**src/rtl/alu_pkg.sv**
```systemverilog
// Shared ALU definitions for the sequential DIV/MOD unit.
package alu_pkg;

    localparam int DIV_W     = 16;
    localparam int DIV_CNT_W = 4;

    typedef enum logic [1:0] {
        DIV_IDLE,
        DIV_CALC,
        DIV_FIN
    } div_state_e;

    localparam logic [DIV_W-1:0] DIV_ZERO_QUOT = 16'hFFFF;

endpackage

```
**src/rtl/restoring_divider_16bit_cla.sv**
```systemverilog
// 16-bit carry-lookahead adder: lookahead across four nibbles, ripple inside each nibble.
module CLA_16bit_adder (
    input  logic [15:0] in1,
    input  logic [15:0] in2,
    input  logic        c_in,
    output logic [15:0] sum,
    output logic        c_out,
    output logic        p,
    output logic        g
);

    logic [15:0] w_g;
    logic [15:0] w_p;
    logic [3:0]  w_gg;
    logic [3:0]  w_gp;
    logic [4:0]  w_cn;
    logic        w_c;

    assign w_g = in1 & in2;
    assign w_p = in1 ^ in2;

    genvar k;
    generate
        for (k = 0; k < 4; k++) begin : g_grp
            assign w_gg[k] = w_g[4*k+3]
                           | (w_p[4*k+3] & w_g[4*k+2])
                           | (w_p[4*k+3] & w_p[4*k+2] & w_g[4*k+1])
                           | (w_p[4*k+3] & w_p[4*k+2] & w_p[4*k+1] & w_g[4*k]);
            assign w_gp[k] = &w_p[4*k+3:4*k];
        end
    endgenerate

    // Nibble carries depend only on group terms and c_in, never on each other.
    assign w_cn[0] = c_in;
    assign w_cn[1] = w_gg[0] | (w_gp[0] & c_in);
    assign w_cn[2] = w_gg[1] | (w_gp[1] & w_gg[0]) | (w_gp[1] & w_gp[0] & c_in);
    assign w_cn[3] = w_gg[2] | (w_gp[2] & w_gg[1]) | (w_gp[2] & w_gp[1] & w_gg[0])
                   | (w_gp[2] & w_gp[1] & w_gp[0] & c_in);
    assign w_cn[4] = w_gg[3] | (w_gp[3] & w_gg[2]) | (w_gp[3] & w_gp[2] & w_gg[1])
                   | (w_gp[3] & w_gp[2] & w_gp[1] & w_gg[0])
                   | (w_gp[3] & w_gp[2] & w_gp[1] & w_gp[0] & c_in);

    always_comb begin
        sum = '0;
        w_c = 1'b0;
        for (int n = 0; n < 4; n++) begin
            w_c = w_cn[n];
            for (int j = 0; j < 4; j++) begin
                sum[4*n+j] = w_p[4*n+j] ^ w_c;
                w_c        = w_g[4*n+j] | (w_p[4*n+j] & w_c);
            end
        end
    end

    assign c_out = w_cn[4];
    assign p     = &w_gp;
    assign g     = w_gg[3] | (w_gp[3] & w_gg[2]) | (w_gp[3] & w_gp[2] & w_gg[1])
                 | (w_gp[3] & w_gp[2] & w_gp[1] & w_gg[0]);

endmodule

```
**src/rtl/restoring_divider_16bit.sv**
```systemverilog
// Sequential unsigned restoring divider: one quotient bit per clock through a CLA subtractor.
module restoring_divider_16bit
    import alu_pkg::*;
#(
    parameter int WIDTH = 16
) (
    input  logic             clk,
    input  logic             rst_n,
    input  logic             start,
    input  logic [WIDTH-1:0] dividend,
    input  logic [WIDTH-1:0] divisor,
    output logic             busy,
    output logic             done,
    output logic [WIDTH-1:0] quotient,
    output logic [WIDTH-1:0] remainder,
    output logic             div_by_zero
);

    div_state_e           r_state;
    logic [DIV_W-1:0]     r_rem;
    logic [DIV_W-1:0]     r_q;
    logic [DIV_W-1:0]     r_dsor;
    logic [DIV_CNT_W-1:0] r_cnt;
    logic                 r_busy;
    logic                 r_done;
    logic [DIV_W-1:0]     r_quotient;
    logic [DIV_W-1:0]     r_remainder;
    logic                 r_dbz;

    logic [DIV_W:0]       w_p;
    logic [DIV_W-1:0]     w_trial;
    logic                 w_cout;
    logic                 w_no_borrow;
    logic [DIV_W-1:0]     w_r_next;
    logic [DIV_W-1:0]     w_q_next;
    logic [DIV_W-1:0]     w_d_inv;

    assign w_p     = {r_rem, r_q[DIV_W-1]};
    assign w_d_inv = ~r_dsor;

    CLA_16bit_adder u_sub (
        .in1   (w_p[DIV_W-1:0]),
        .in2   (w_d_inv),
        .c_in  (1'b1),
        .sum   (w_trial),
        .c_out (w_cout),
        .p     (),
        .g     ()
    );

    // A set P[16] means the partial remainder already exceeds any 16-bit divisor.
    assign w_no_borrow = w_cout | w_p[DIV_W];
    assign w_r_next    = w_no_borrow ? w_trial : w_p[DIV_W-1:0];
    assign w_q_next    = {r_q[DIV_W-2:0], w_no_borrow};

    always_ff @(posedge clk or negedge rst_n) begin
        if (!rst_n) begin
            r_state     <= DIV_IDLE;
            r_rem       <= '0;
            r_q         <= '0;
            r_dsor      <= '0;
            r_cnt       <= '0;
            r_busy      <= 1'b0;
            r_done      <= 1'b0;
            r_quotient  <= '0;
            r_remainder <= '0;
            r_dbz       <= 1'b0;
        end else begin
            case (r_state)
                DIV_IDLE, DIV_FIN: begin
                    r_done  <= 1'b0;
                    r_state <= DIV_IDLE;
                    if (start) begin
                        if (divisor == '0) begin
                            r_quotient  <= DIV_ZERO_QUOT;
                            r_remainder <= dividend;
                            r_dbz       <= 1'b1;
                            r_done      <= 1'b1;
                            r_state     <= DIV_FIN;
                        end else begin
                            r_rem   <= '0;
                            r_q     <= dividend;
                            r_dsor  <= divisor;
                            r_cnt   <= '0;
                            r_busy  <= 1'b1;
                            r_state <= DIV_CALC;
                        end
                    end
                end
                DIV_CALC: begin
                    r_rem <= w_r_next;
                    r_q   <= w_q_next;
                    r_cnt <= r_cnt + DIV_CNT_W'(1);
                    // Results are published only on the last iteration.
                    if (r_cnt == '1) begin
                        r_quotient  <= w_q_next;
                        r_remainder <= w_r_next;
                        r_dbz       <= 1'b0;
                        r_busy      <= 1'b0;
                        r_done      <= 1'b1;
                        r_state     <= DIV_FIN;
                    end
                end
                default: r_state <= DIV_IDLE;
            endcase
        end
    end

    assign busy        = r_busy;
    assign done        = r_done;
    assign quotient    = r_quotient;
    assign remainder   = r_remainder;
    assign div_by_zero = r_dbz;

endmodule

```
**config.mk**
```make
export PLATFORM = sky130hd
export DESIGN_NAME = restoring_divider_16bit
export DESIGN_NICKNAME = d
export VERILOG_FILES = /design/src/rtl/alu_pkg.sv /design/src/rtl/restoring_divider_16bit_cla.sv /design/src/rtl/restoring_divider_16bit.sv
export SDC_FILE = /design/constraint.sdc
export NUM_CORES = 1
export LEC_CHECK = 0
export CAP_MARGIN = 25
export CELL_PAD_IN_SITES_DETAIL_PLACEMENT = 1
export CELL_PAD_IN_SITES_GLOBAL_PLACEMENT = 1
export CORE_MARGIN = 3
export CORE_UTILIZATION = 46
export DETAILED_ROUTE_END_ITERATION = 8
export PLACE_DENSITY_LB_ADDON = 0.1
export SYNTH_ARGS = -nofsm -noshare
export SYNTH_HDL_FRONTEND = slang
export SYNTH_SLANG_ARGS = --single-unit
```
**constraint.sdc**
```tcl
create_clock -name clk -period 6.3 [get_ports clk]
set_input_delay 1.26 -clock clk [delete_from_list [all_inputs] [get_ports clk]]
set_output_delay 1.26 -clock clk [all_outputs]
set_load 0.02 [all_outputs]
```
Word level (Yosys, flattened, before mapping)

Index checks and enable logic that the tools add are counted.

Add/sub/neg operators: 1
Multiply operators: 0
Divide/modulo/power cells: 0
Order comparisons: 0
Equal/unequal tests: 7
Shift operators: 0
Multiplexer cells: 33
Bitwise operators: 98
Reduce and logical (&&, ||, !) cells: 13

Operator list:

| cell                  | number |
|---|---|
| $mux W16              | 11 |
| $pmux W16 S2          | 4 |
| $and A1 B1 Y1         | 43 |
| $or A1 B1 Y1          | 35 |
| $reduce_and A4 Y1     | 6 |
| $and A16 B16 Y16      | 1 |
| $logic_not A16 Y1     | 1 |
| $not A16 Y16          | 1 |
| $xor A16 B16 Y16      | 1 |
| $xor A1 B1 Y1         | 15 |
| $mux W1               | 8 |
| $mux W4               | 2 |
| $ne A2 B2 Y1 const B  | 4 |
| $pmux W4 S2           | 1 |
| $mux W2               | 3 |
| $pmux W1 S2           | 3 |
| $reduce_and A3 Y1     | 2 |
| $add A4 B1 Y4 const B | 1 |
| $eq A4 B4 Y1 const B  | 1 |
| $pmux W2 S2           | 1 |
| $eq A2 B1 Y1 const B  | 1 |
| $eq A2 B2 Y1 const B  | 1 |
| $logic_not A2 Y1      | 1 |
| $not A1 Y1            | 2 |
| 3 further kinds       | 3 |

Register bits: 89
Latch bits: 0
RAM bits: 0
ROM bits: 0
Bits of input ports: 35
Word-level logic and storage cells: 162
Memories: 0

Depth between registers and ports, before layout

Gate-level depths: netlist of run 1.

Word-level depth: 20
Gate-level depth with buffers: 13

By module

Synthesis of run 1 repeated with hierarchy kept, for this count alone.

Cell total of the unflattened synthesis: 455
Area, all modules: 4830.9 um^2

Modules (own cells, without submodules):

| module                  | instances | cells each | area each (um^2) | seq. area each (um^2) |
|---|---|---|---|---|
| restoring_divider_16bit | 1         | 374        | 4095.2           | 2227.1 |
| CLA_16bit_adder         | 1         | 81         | 735.7            | 0.0 |

Worst setup path after synthesis of run 1

OpenSTA, ideal clock, no wires.

Path kind: register to register
Start point: reg r_rem[0]
End point: reg r_remainder[14] (netlist: remainder[14])
Setup time: 142 ps
Data arrival time: 2742 ps
Data required time: 6158 ps
Setup slack: 3415 ps
Stages on the path, launching flop included: 12
Cell sequence: dfrtp_1 -> ha_1 -> o21ai_0 -> a221oi_1 -> o21ai_0 -> nand2_1 -> fa_1 -> inv_1 -> fa_1 -> fa_1 -> a2bb2oi_1 -> o221ai_2

Word-level cells in the longest chain between the ends: 15
Elaborated cells on any way between the ends: 25

Ends and longest elaborated chain:

| item                                                 | RTL line                                                             | source |
|---|---|---|
| from (decl)                                          | restoring_divider_16bit.sv:20                                        | `logic [DIV_W-1:0] r_rem;` |
| from (signal assigned)                               | restoring_divider_16bit.sv:91                                        | `r_rem <= w_r_next;` |
| $and A16 B16 Y16 or $xor A16 B16 Y16 (tied branches) | restoring_divider_16bit_cla.sv:19, restoring_divider_16bit_cla.sv:20 |  |
| $and A1 B1 Y1 (on tied branches)                     | restoring_divider_16bit_cla.sv:27, restoring_divider_16bit_cla.sv:28 |  |
| $or A1 B1 Y1 or $and A1 B1 Y1 (tied branches)        | restoring_divider_16bit_cla.sv:27, restoring_divider_16bit_cla.sv:28 |  |
| $or A1 B1 Y1                                         | restoring_divider_16bit_cla.sv:28                                    | `\| (w_p[4*k+3] & w_p[4*k+2] & w_p[4*k+1] & w_g[4*k]);` |
| $and A1 B1 Y1                                        | restoring_divider_16bit_cla.sv:37                                    | `assign w_cn[3] = w_gg[2] \| (w_gp[2] & w_gg[1]) \| (w_gp[2] & w_gp[1] & w_gg[0])` |
| $or A1 B1 Y1                                         | restoring_divider_16bit_cla.sv:37                                    |  |
| $or A1 B1 Y1                                         | restoring_divider_16bit_cla.sv:38                                    | `\| (w_gp[2] & w_gp[1] & w_gp[0] & c_in);` |
| $and A1 B1 Y1                                        | restoring_divider_16bit_cla.sv:50                                    | `w_c = w_g[4*n+j] \| (w_p[4*n+j] & w_c);` |
| $or A1 B1 Y1                                         | restoring_divider_16bit_cla.sv:50                                    |  |
| $and A1 B1 Y1                                        | restoring_divider_16bit_cla.sv:50                                    |  |
| $or A1 B1 Y1                                         | restoring_divider_16bit_cla.sv:50                                    |  |
| $xor A1 B1 Y1                                        | restoring_divider_16bit_cla.sv:49                                    | `sum[4*n+j] = w_p[4*n+j] ^ w_c;` |
| $mux W16 (*)                                         | restoring_divider_16bit.sv:53                                        | `assign w_r_next = w_no_borrow ? w_trial : w_p[DIV_W-1:0];` |
| $mux W16 (*)                                         | restoring_divider_16bit.sv:95                                        | `if (r_cnt == '1) begin` |
| $pmux W16 S2 (*)                                     | restoring_divider_16bit.sv:69                                        | `case (r_state)` |
| to (signal assigned)                                 | restoring_divider_16bit.sv:76                                        | `r_remainder <= dividend;` |
| to (signal assigned)                                 | restoring_divider_16bit.sv:97                                        | `r_remainder <= w_r_next;` |
| to (decl)                                            | restoring_divider_16bit.sv:27                                        | `logic [DIV_W-1:0] r_remainder;` |

Every way passes the cells marked *; elsewhere a longest branch is shown, timed or not. The select of a mux whose other input is x is not followed.
A chain may end at the register's enable or synchronous reset.

Final worst setup path of run 1

Start point: in divisor[10]
End point: reg r_remainder[7] (netlist: remainder[7])

Word-level cells in the longest chain between the ends: 3

Ends and longest elaborated chain:

| item                               | RTL line                      | source |
|---|---|---|
| from (decl)                        | restoring_divider_16bit.sv:11 | `input logic [WIDTH-1:0] divisor,` |
| $logic_not A16 Y1                  | restoring_divider_16bit.sv:74 | `if (divisor == '0) begin` |
| $ne A2 B2 Y1 (no source line)      | n/a                           |  |
| $reduce_and A4 Y1 (no source line) | n/a                           |  |

Every way passes these cells.

==> results.md, run 1 <==
- The flow ran to the end, and the final reports show no timing, DRC or antenna violations.
- Summing the areas of all compound-gate instances in the mapped netlist gives 15.9% of the synthesized area.
- Buffers inserted to repair hold after CTS numbered 0.
- The launch point of the worst hold path is busy.
- The critical path required time is 6.56 ns.
- The finished cells cover 0.00563 mm2.
- The share of flip-flops with an asynchronous set or reset after synthesis is 100%.
- The total nets after synthesis is 491.
- The min-delay analysis places its worst path in the category flip-flop to flip-flop.
- The die covers 0.0113 mm2.
- The area added between synthesis and finish is 21.8%.
- The worst path uses 63.0% of the clock period.
- The post-synthesis share of cell area spent on xor and xnor gates is 0.947%.
- The initial antenna violation count was 0.
- The count of final hold-check violations is 0.
- Synthesis produced 427 cells.
- The clock-pin slew on the worst setup and hold paths is 0.09 ns.
- In this run the clock root is driven by a sky130_fd_sc_hd__clkbuf_8.
- In this run the critical register-to-register path is launched from r_q[15].
- The final routed wire length divided by cell count is 17.9 um.
- The slew at the pin closest to its max-slew limit is 0.987 ns.
- The setup path with the least slack is of type input pin to flip-flop.
- The time the worst path needs with I/O delays and setup is 3.97 ns.
- The critical path startpoint category is an input pin.
- The via count of the first global-routing pass is 3779.
- The total overflow left after global routing is 0.
- The number of warning messages in the yosys log is 0.
- The number of H-tree branching levels is 3.
- The I/O pin count is 70.
- In the final timing run, aggregate negative setup slack is 0 ns.
- For the final database, setup skew stands at 0.00924 ns.
- In the routed design, unresolved DRC markers number 0.
- The simple logic cell fraction of the synthesized area is 10.3%.
- The count of TritonRoute iterations in the first routing pass is 4.
- Setup repair after global routing left no endpoint under its margin.
- The critical path starts at divisor[10].
- The maximum clock rate is 252 MHz.
- The placement-stage worst setup slack is 1.87 ns.
- Dividing total power by cell area gives a power density of 583 mW/mm2.
- The most common cell after layout, fill and taps aside is sky130_fd_sc_hd__dfrtp_1.
- After synthesis, flip-flops and latches occupy 48.2% of the total area.
- The initial core utilization is 48.7%.
- The total via count after detailed routing is 3488.
- The later pin in the worst-skew pair is clocked with a latency of 0.36 ns.
- Global routing used 21.4% of the available tracks across all layers.
- Buffers added to address setup during post-CTS repair amount to 0.
- The dominant synthesized flop cell is sky130_fd_sc_hd__dfrtp_1.
- The total standard cell area after synthesis is 0.00462 mm2.
- 0 antenna diodes ended up in the layout.
- Hold is met by 0.492 ns.
- Leaving out fill and tap cells, the most frequent cells in the layout are 89 x sky130_fd_sc_hd__dfrtp_1, 74 x sky130_fd_sc_hd__nand2_1, 68 x sky130_fd_sc_hd__clkdlybuf4s50_1.
- The number of enable-type register cells in the synthesized netlist is 0.
- The number of distinct library cells after synthesis is 37.
- The total placed instance area is 0.00544 mm2.
- The post-route antenna net violation count is 0.
- The core region is 0.00950 mm2.
- The synthesized-area fraction occupied by adder cells is 9.63%.
- The y dimension of the die is 106 um.
- The number of standard-cell rows in the floorplan is 35.
- The synthesized design contains 89 register bits.
- At the end of routability-driven placement, the weighted congestion stood at 0.767.
- The total length of routed wires is 11200 um.
- The max-slew violation total from the final report is 0.
- The number of clock buffers added by TritonCTS is 9.
- A synthesized cell averages 10.8 um2.
- Once the clock tree was built, the resizer swapped 0 gates to a different size.
- The worst slew margin relative to its limit is 34.2%.
- After synthesis, the share of cell area in mux cells is 10.9%.
- Dividing the detail-routed via count by the number of cells gives 5.57.
- TritonCTS built the clock tree.
- The final critical-path setup slack is 2.33 ns.
- The first routing iteration left 117 violations.
- The leakage component of the power is 2.63 nW.
- The post-route netlist has 11.1% of its cells at a drive strength greater than 1.
- CTS saw 89 sinks.
- The count of port buffers added during placement is 69.
- The final layout net count is 556.
- Along the worst path, the maximum fanout reaches 34.
- The max-capacitance violation count is 0.
- The count of final setup violators is 0.
- The number of buffers on the longest clock path is 2.
- Summing internal, switching and leakage power gives 0.00328 W.
- The dominant combinational cell family by area after synthesis is compound AO/OA/AOI/OAI gates.
- The worst setup path is captured at a flip-flop.
- The first global-routing pass estimated 19100 um of wire.
- Across the VDD grid, the largest voltage drop is 0.000222 V.
- The width of the die is 106 um.
- Data arrives at the worst endpoint at 4.23 ns.
- The maximum number of pins on one net before global-route repair is 46.
- Once detailed placement completed, the half-perimeter wirelength came to 8460 um.
==> worst max-delay path: stages <==
cell	delay, ns
sky130_fd_sc_hd__clkdlybuf4s50_1	0.42
sky130_fd_sc_hd__nor4_1	0.38
sky130_fd_sc_hd__nand4_1	0.29
sky130_fd_sc_hd__or2_1	0.65
sky130_fd_sc_hd__a21oi_4	0.90
sky130_fd_sc_hd__nor2_1	0.11
sky130_fd_sc_hd__o221ai_1	0.22
==> kinds of logic after synthesis <==
logic type	after synthesis
and+or+nand+nor	116
adders and majority gates	29
muxes	48
DFF	89
AOI/OAI and AO/OA	95
xor gates and xnor gates	5
buffers and inverters	45
==> state kept, by name (all words and copies together), names as in the netlist <==
| name | cells |
|---|---|
| div_by_zero | 1 |
| remainder | 16 |
| r_q | 16 |
| r_state | 2 |
| quotient | 16 |
| done | 1 |
| r_rem | 16 |
| r_cnt | 4 |
| busy | 1 |
| r_dsor | 16 |
==> power by group <==
group	internal [W]	leakage (nW)	switching (W)
combinational	0.000803	1.46	0.000990
clock	0.000177	0.0919	0.000207
sequential	0.000855	1.08	0.000252
==> metrics by stage <==
step	utilization, %	instances
2_1_floorplan	-	427
3_3_place_gp	56.9	609
3_5_place_dp	57.2	610
4_1_cts	59.3	626
5_1_grt	59.3	626
6_report	59.3	626
==> layer usage <==
metal  vias to the layer above  GRT usage [%]  wire length (um)
li1                       1631              -                 -
met1                      1787           28.3              4960
met2                        59           36.8              5720
met3                        11           3.52               396
met4                         0           4.90               120
met5                         -              0                 0
==> synthesized netlist by cell type (9+ instances only) <==
cell / instances / area (um2)
sky130_fd_sc_hd__inv_1: 25 / 93.8
sky130_fd_sc_hd__nor2_1: 23 / 86.3
sky130_fd_sc_hd__dfrtp_1: 89 / 2230
sky130_fd_sc_hd__a22oi_1: 15 / 113
sky130_fd_sc_hd__fa_1: 11 / 220
sky130_fd_sc_hd__a21oi_1: 9 / 45.0
sky130_fd_sc_hd__mux2_2: 18 / 203
sky130_fd_sc_hd__nand2_1: 74 / 278
sky130_fd_sc_hd__o221ai_2: 10 / 150
sky130_fd_sc_hd__o22a_1: 15 / 131
sky130_fd_sc_hd__ha_1: 18 / 225
sky130_fd_sc_hd__o21ai_0: 28 / 140
sky130_fd_sc_hd__mux2i_1: 30 / 300
==> worst paths after layout <==
| path | endpoint | slack [ns] | cells after the start |
|---|---|---|---|
| min reg2reg | busy | 0.49 | 2 |
| max in group asynchronous | r_rem[2] | 4.38 | 2 |
| max reg2reg | remainder[14] | 2.84 | 12 |
| min | busy | 0.49 | 2 |
| max | remainder[7] | 2.33 | 7 |
| min in group asynchronous | busy | 0.89 | 1 |
==> area by class of cell <==
class                      instances  area, um2
tap                              129        161
multi-input combinational        293       2210
inverter                          26       97.6
fill                            1023       3870
sequential                        89       2230
clock buffer                      13        169
timing repair buffer              73        738
clock inverter                     3       23.8
Note: power is estimated with default switching activity, not from simulation.
==> run 2, diff against run 1 <==
CORE_UTILIZATION = 43   (was 46)
clock period = 3.8 ns   (was 6.3 ns; I/O delays follow)
==> results.md, run 2 (synthesis gave the netlist of run 1 again) <==
- The flow ran to the end, and the final reports show no timing, DRC or antenna violations.
- The wire length of the first global-routing pass came to 19600 um (+2.5%).
- The y dimension of the die is 110 um (+3.2%).
- The final antenna diode count is 0 (unchanged).
- The final layout net count is 565 (+1.6%).
- The arrival time at the worst endpoint is 3.53 ns (-0.70 ns).
- The number of clock sinks came to 89 (unchanged).
- The overall fraction of global-route tracks in use was 21.4% (about the same).
- The area added between synthesis and finish is 23.4%.
- The count of port buffers added during placement is 69 (unchanged).
- The worst setup path is launched from a flip-flop.
- The total of fill cells in the finished design is 1131 (+11%).
- The total length of routed wires is 12000 um (+7.3%).
- The internal power contribution is 0.00311 W (+70%).
- The number of H-tree branching levels is 3 (unchanged).
- TritonCTS built the clock tree.
- The I/O pin count was 70 (unchanged).
- The max-slew violation total from the final report is 0 (unchanged).
- The power spent charging and discharging nets is 0.00248 W (+71%).
- The final core area utilization is 55.0% (-4.2 points).
- The share of total power in sequential cells is 32.0% (-1.7 points).
- The leakage component of the power came to 2.67 nW (+1.6%).
- The count of final hold-check violations came to 0 (unchanged).
- The placeable core region is 0.0104 mm2 (+9.1%).
- The final routed wire length divided by cell count was 18.7 um (+4.6%).
- The part of the power in combinational logic is 55.6% (+1.0 points).
- The maximum clock rate is 309 MHz.
- The fraction of layout cells with a size suffix above 1 is 12.6% (+1.6 points).
- The number of buffers on the longest clock path was 2 (unchanged).
- The most common cell after layout, fill and taps aside is sky130_fd_sc_hd__dfrtp_1.
- The post-DP HPWL is 9050 um (+7.0%).
- The maximum net fanout on the critical path is 4 (-88%).
- The count of buffers added by post-CTS timing repair for setup is 0 (unchanged).
- The count of hold-fix buffers inserted at cts is 0 (unchanged).
- The detailed-route vias per instance is 5.62 (+0.78%).
- The count of TritonRoute iterations in the first routing pass is 4 (unchanged).
- The worst setup path is captured at a flip-flop.
- The remaining design rule violation count is 0 (unchanged).
- The total congestion overflow after global routing is 0 (unchanged).
- In the layout the commonest cells are 89 x sky130_fd_sc_hd__dfrtp_1, 74 x sky130_fd_sc_hd__nand2_1, 68 x sky130_fd_sc_hd__clkdlybuf4s50_1.
- The post-cts resize count was 0 (unchanged).
- The critical path required time is 4.09 ns (-2.47 ns).
- The count of final setup violators came to 0 (unchanged).
- The final weighted congestion in routability-driven placement was 0.835 (+8.8%).
- The share of the cycle needed by the critical path after routing is 85.2%.
- The setup TNS is 0 ns (unchanged).
- The class of the most critical hold timing path is input pin to async pin.
- The maximum number of pins on one net before global-route repair came to 64 (+39%).
- The fraction of power spent switching nets is 44.4% (+0.25 points).
- The slew at the pin closest to its max-slew limit came to 0.876 ns (-0.110 ns).
- The total power per unit cell area is 980 mW/mm2 (+68%).
- The initial core utilization is 44.6% (-4.1 points).
- The clock root buffer is sky130_fd_sc_hd__clkbuf_8.
- The clock-pin slew on the worst setup and hold paths is 0.10 ns (about the same).
- The final clock skew is 0.0122 ns (+0.00297 ns).
- The power share of the clock group is 12.3% (+0.6 points).
- The number of DRC markers in iteration 0 came to 158 (+35%).
- The initial antenna violation count is 0 (unchanged).
- The width of the die is 110 um (+3.2%).
- The worst path needs 3.24 ns of the cycle, external delays included.
- The peak supply drop is 0.000350 V (+58%).
- The clock insertion delay at the later pin of the skew report is 0.37 ns (about the same).
- The critical path in this run is classified as flip-flop to flip-flop.
- The worst slew margin relative to its limit was 41.6% (+7.4 points).
- The post-route antenna net violation count is 0 (unchanged).
- The TritonCTS buffer count is 9 (unchanged).
- The number of standard-cell rows in the floorplan was 37 (+5.7%).
- The total placed instance area is 0.00550 mm2 (+1.2%).
- The full die area came to 0.0120 mm2 (+6.6%).
- The total via count after detailed routing is 3605 (+3.4%).
- The max-capacitance violation count is 0 (unchanged).
- Setup repair after global routing left no endpoint under its margin.
- The via count of the first global-routing pass is 3742 (-0.98%).
- The cell area after layout is 0.00571 mm2 (+1.3%).
==> run 2: metal layers <==
metal	GRT usage (%)	vias to the layer above	wire length, um	share of wire (%)
met1	28.9	1857	5530	46
met3	4.46	14	491	4.1
li1	-	1659	-	-
met2	35.1	75	5800	48
met5	0	-	0	0
met4	5.52	0	194	1.6
==> run 2: final timing paths <==
check                           startpoint  slack [ns]             to  cells after the start
worst max-delay path              r_rem[1]        0.56  remainder[10]                     10
max in group asynchronous            rst_n        2.58      r_rem[11]                      2
worst max register to register    r_rem[1]        0.56  remainder[10]                     10
worst min register to register        busy        0.48           busy                      2
min in group clk                      busy        0.48           busy                      2
worst min-delay path                 rst_n        0.48   quotient[13]                      1
==> run 2: area by class of cell <==
cell class | count | area (um2) | share of cell area (%)
Sequential cell | 89 | 2230 | 39.0
Clock buffer | 10 | 138 | 2.41
Inverter | 26 | 97.6 | 1.71
Clock inverter | 6 | 66.3 | 1.16
Multi-Input combinational cell | 293 | 2210 | 38.7
Tap cell | 136 | 170 | 2.98
Timing Repair Buffer | 82 | 798 | 14.0
==> run 2: metrics by stage <==
stage / cells / worst slack, ns / total power, W / hold slack [ns]
after global placement: 626 / 0.678 / 0.00475 / 0.463
after CTS: 642 / 0.537 / 0.00565 / 0.490
final: 642 / 0.561 / 0.00559 / 0.478
after floorplan: 427 / 0.915 / 0.00380 / 0.447
after global routing: 642 / 0.367 / 0.00608 / 0.533
after detailed placement: 626 / 0.561 / 0.00495 / 0.467
==> run 2: critical path, stage by stage (launching register included) <==
cell,delay [ns]
sky130_fd_sc_hd__dfrtp_1,0.45
sky130_fd_sc_hd__ha_1,0.31
sky130_fd_sc_hd__o21ai_0,0.28
sky130_fd_sc_hd__a221oi_1,0.17
sky130_fd_sc_hd__or2_2,0.33
sky130_fd_sc_hd__fa_1,0.38
sky130_fd_sc_hd__fa_1,0.37
sky130_fd_sc_hd__inv_1,0.08
sky130_fd_sc_hd__fa_1,0.42
sky130_fd_sc_hd__a2bb2oi_1,0.19
sky130_fd_sc_hd__o221ai_2,0.18
==> run 2: power groups by stage <==
stage                     logic (W)  clock network (W)  registers [W]
final                       0.00311           0.000689        0.00179
after global routing        0.00347           0.000745        0.00187
after CTS                   0.00315           0.000704        0.00180
after detailed placement    0.00313                  0        0.00182
after floorplan             0.00186                  0        0.00194
after global placement      0.00297                  0        0.00179
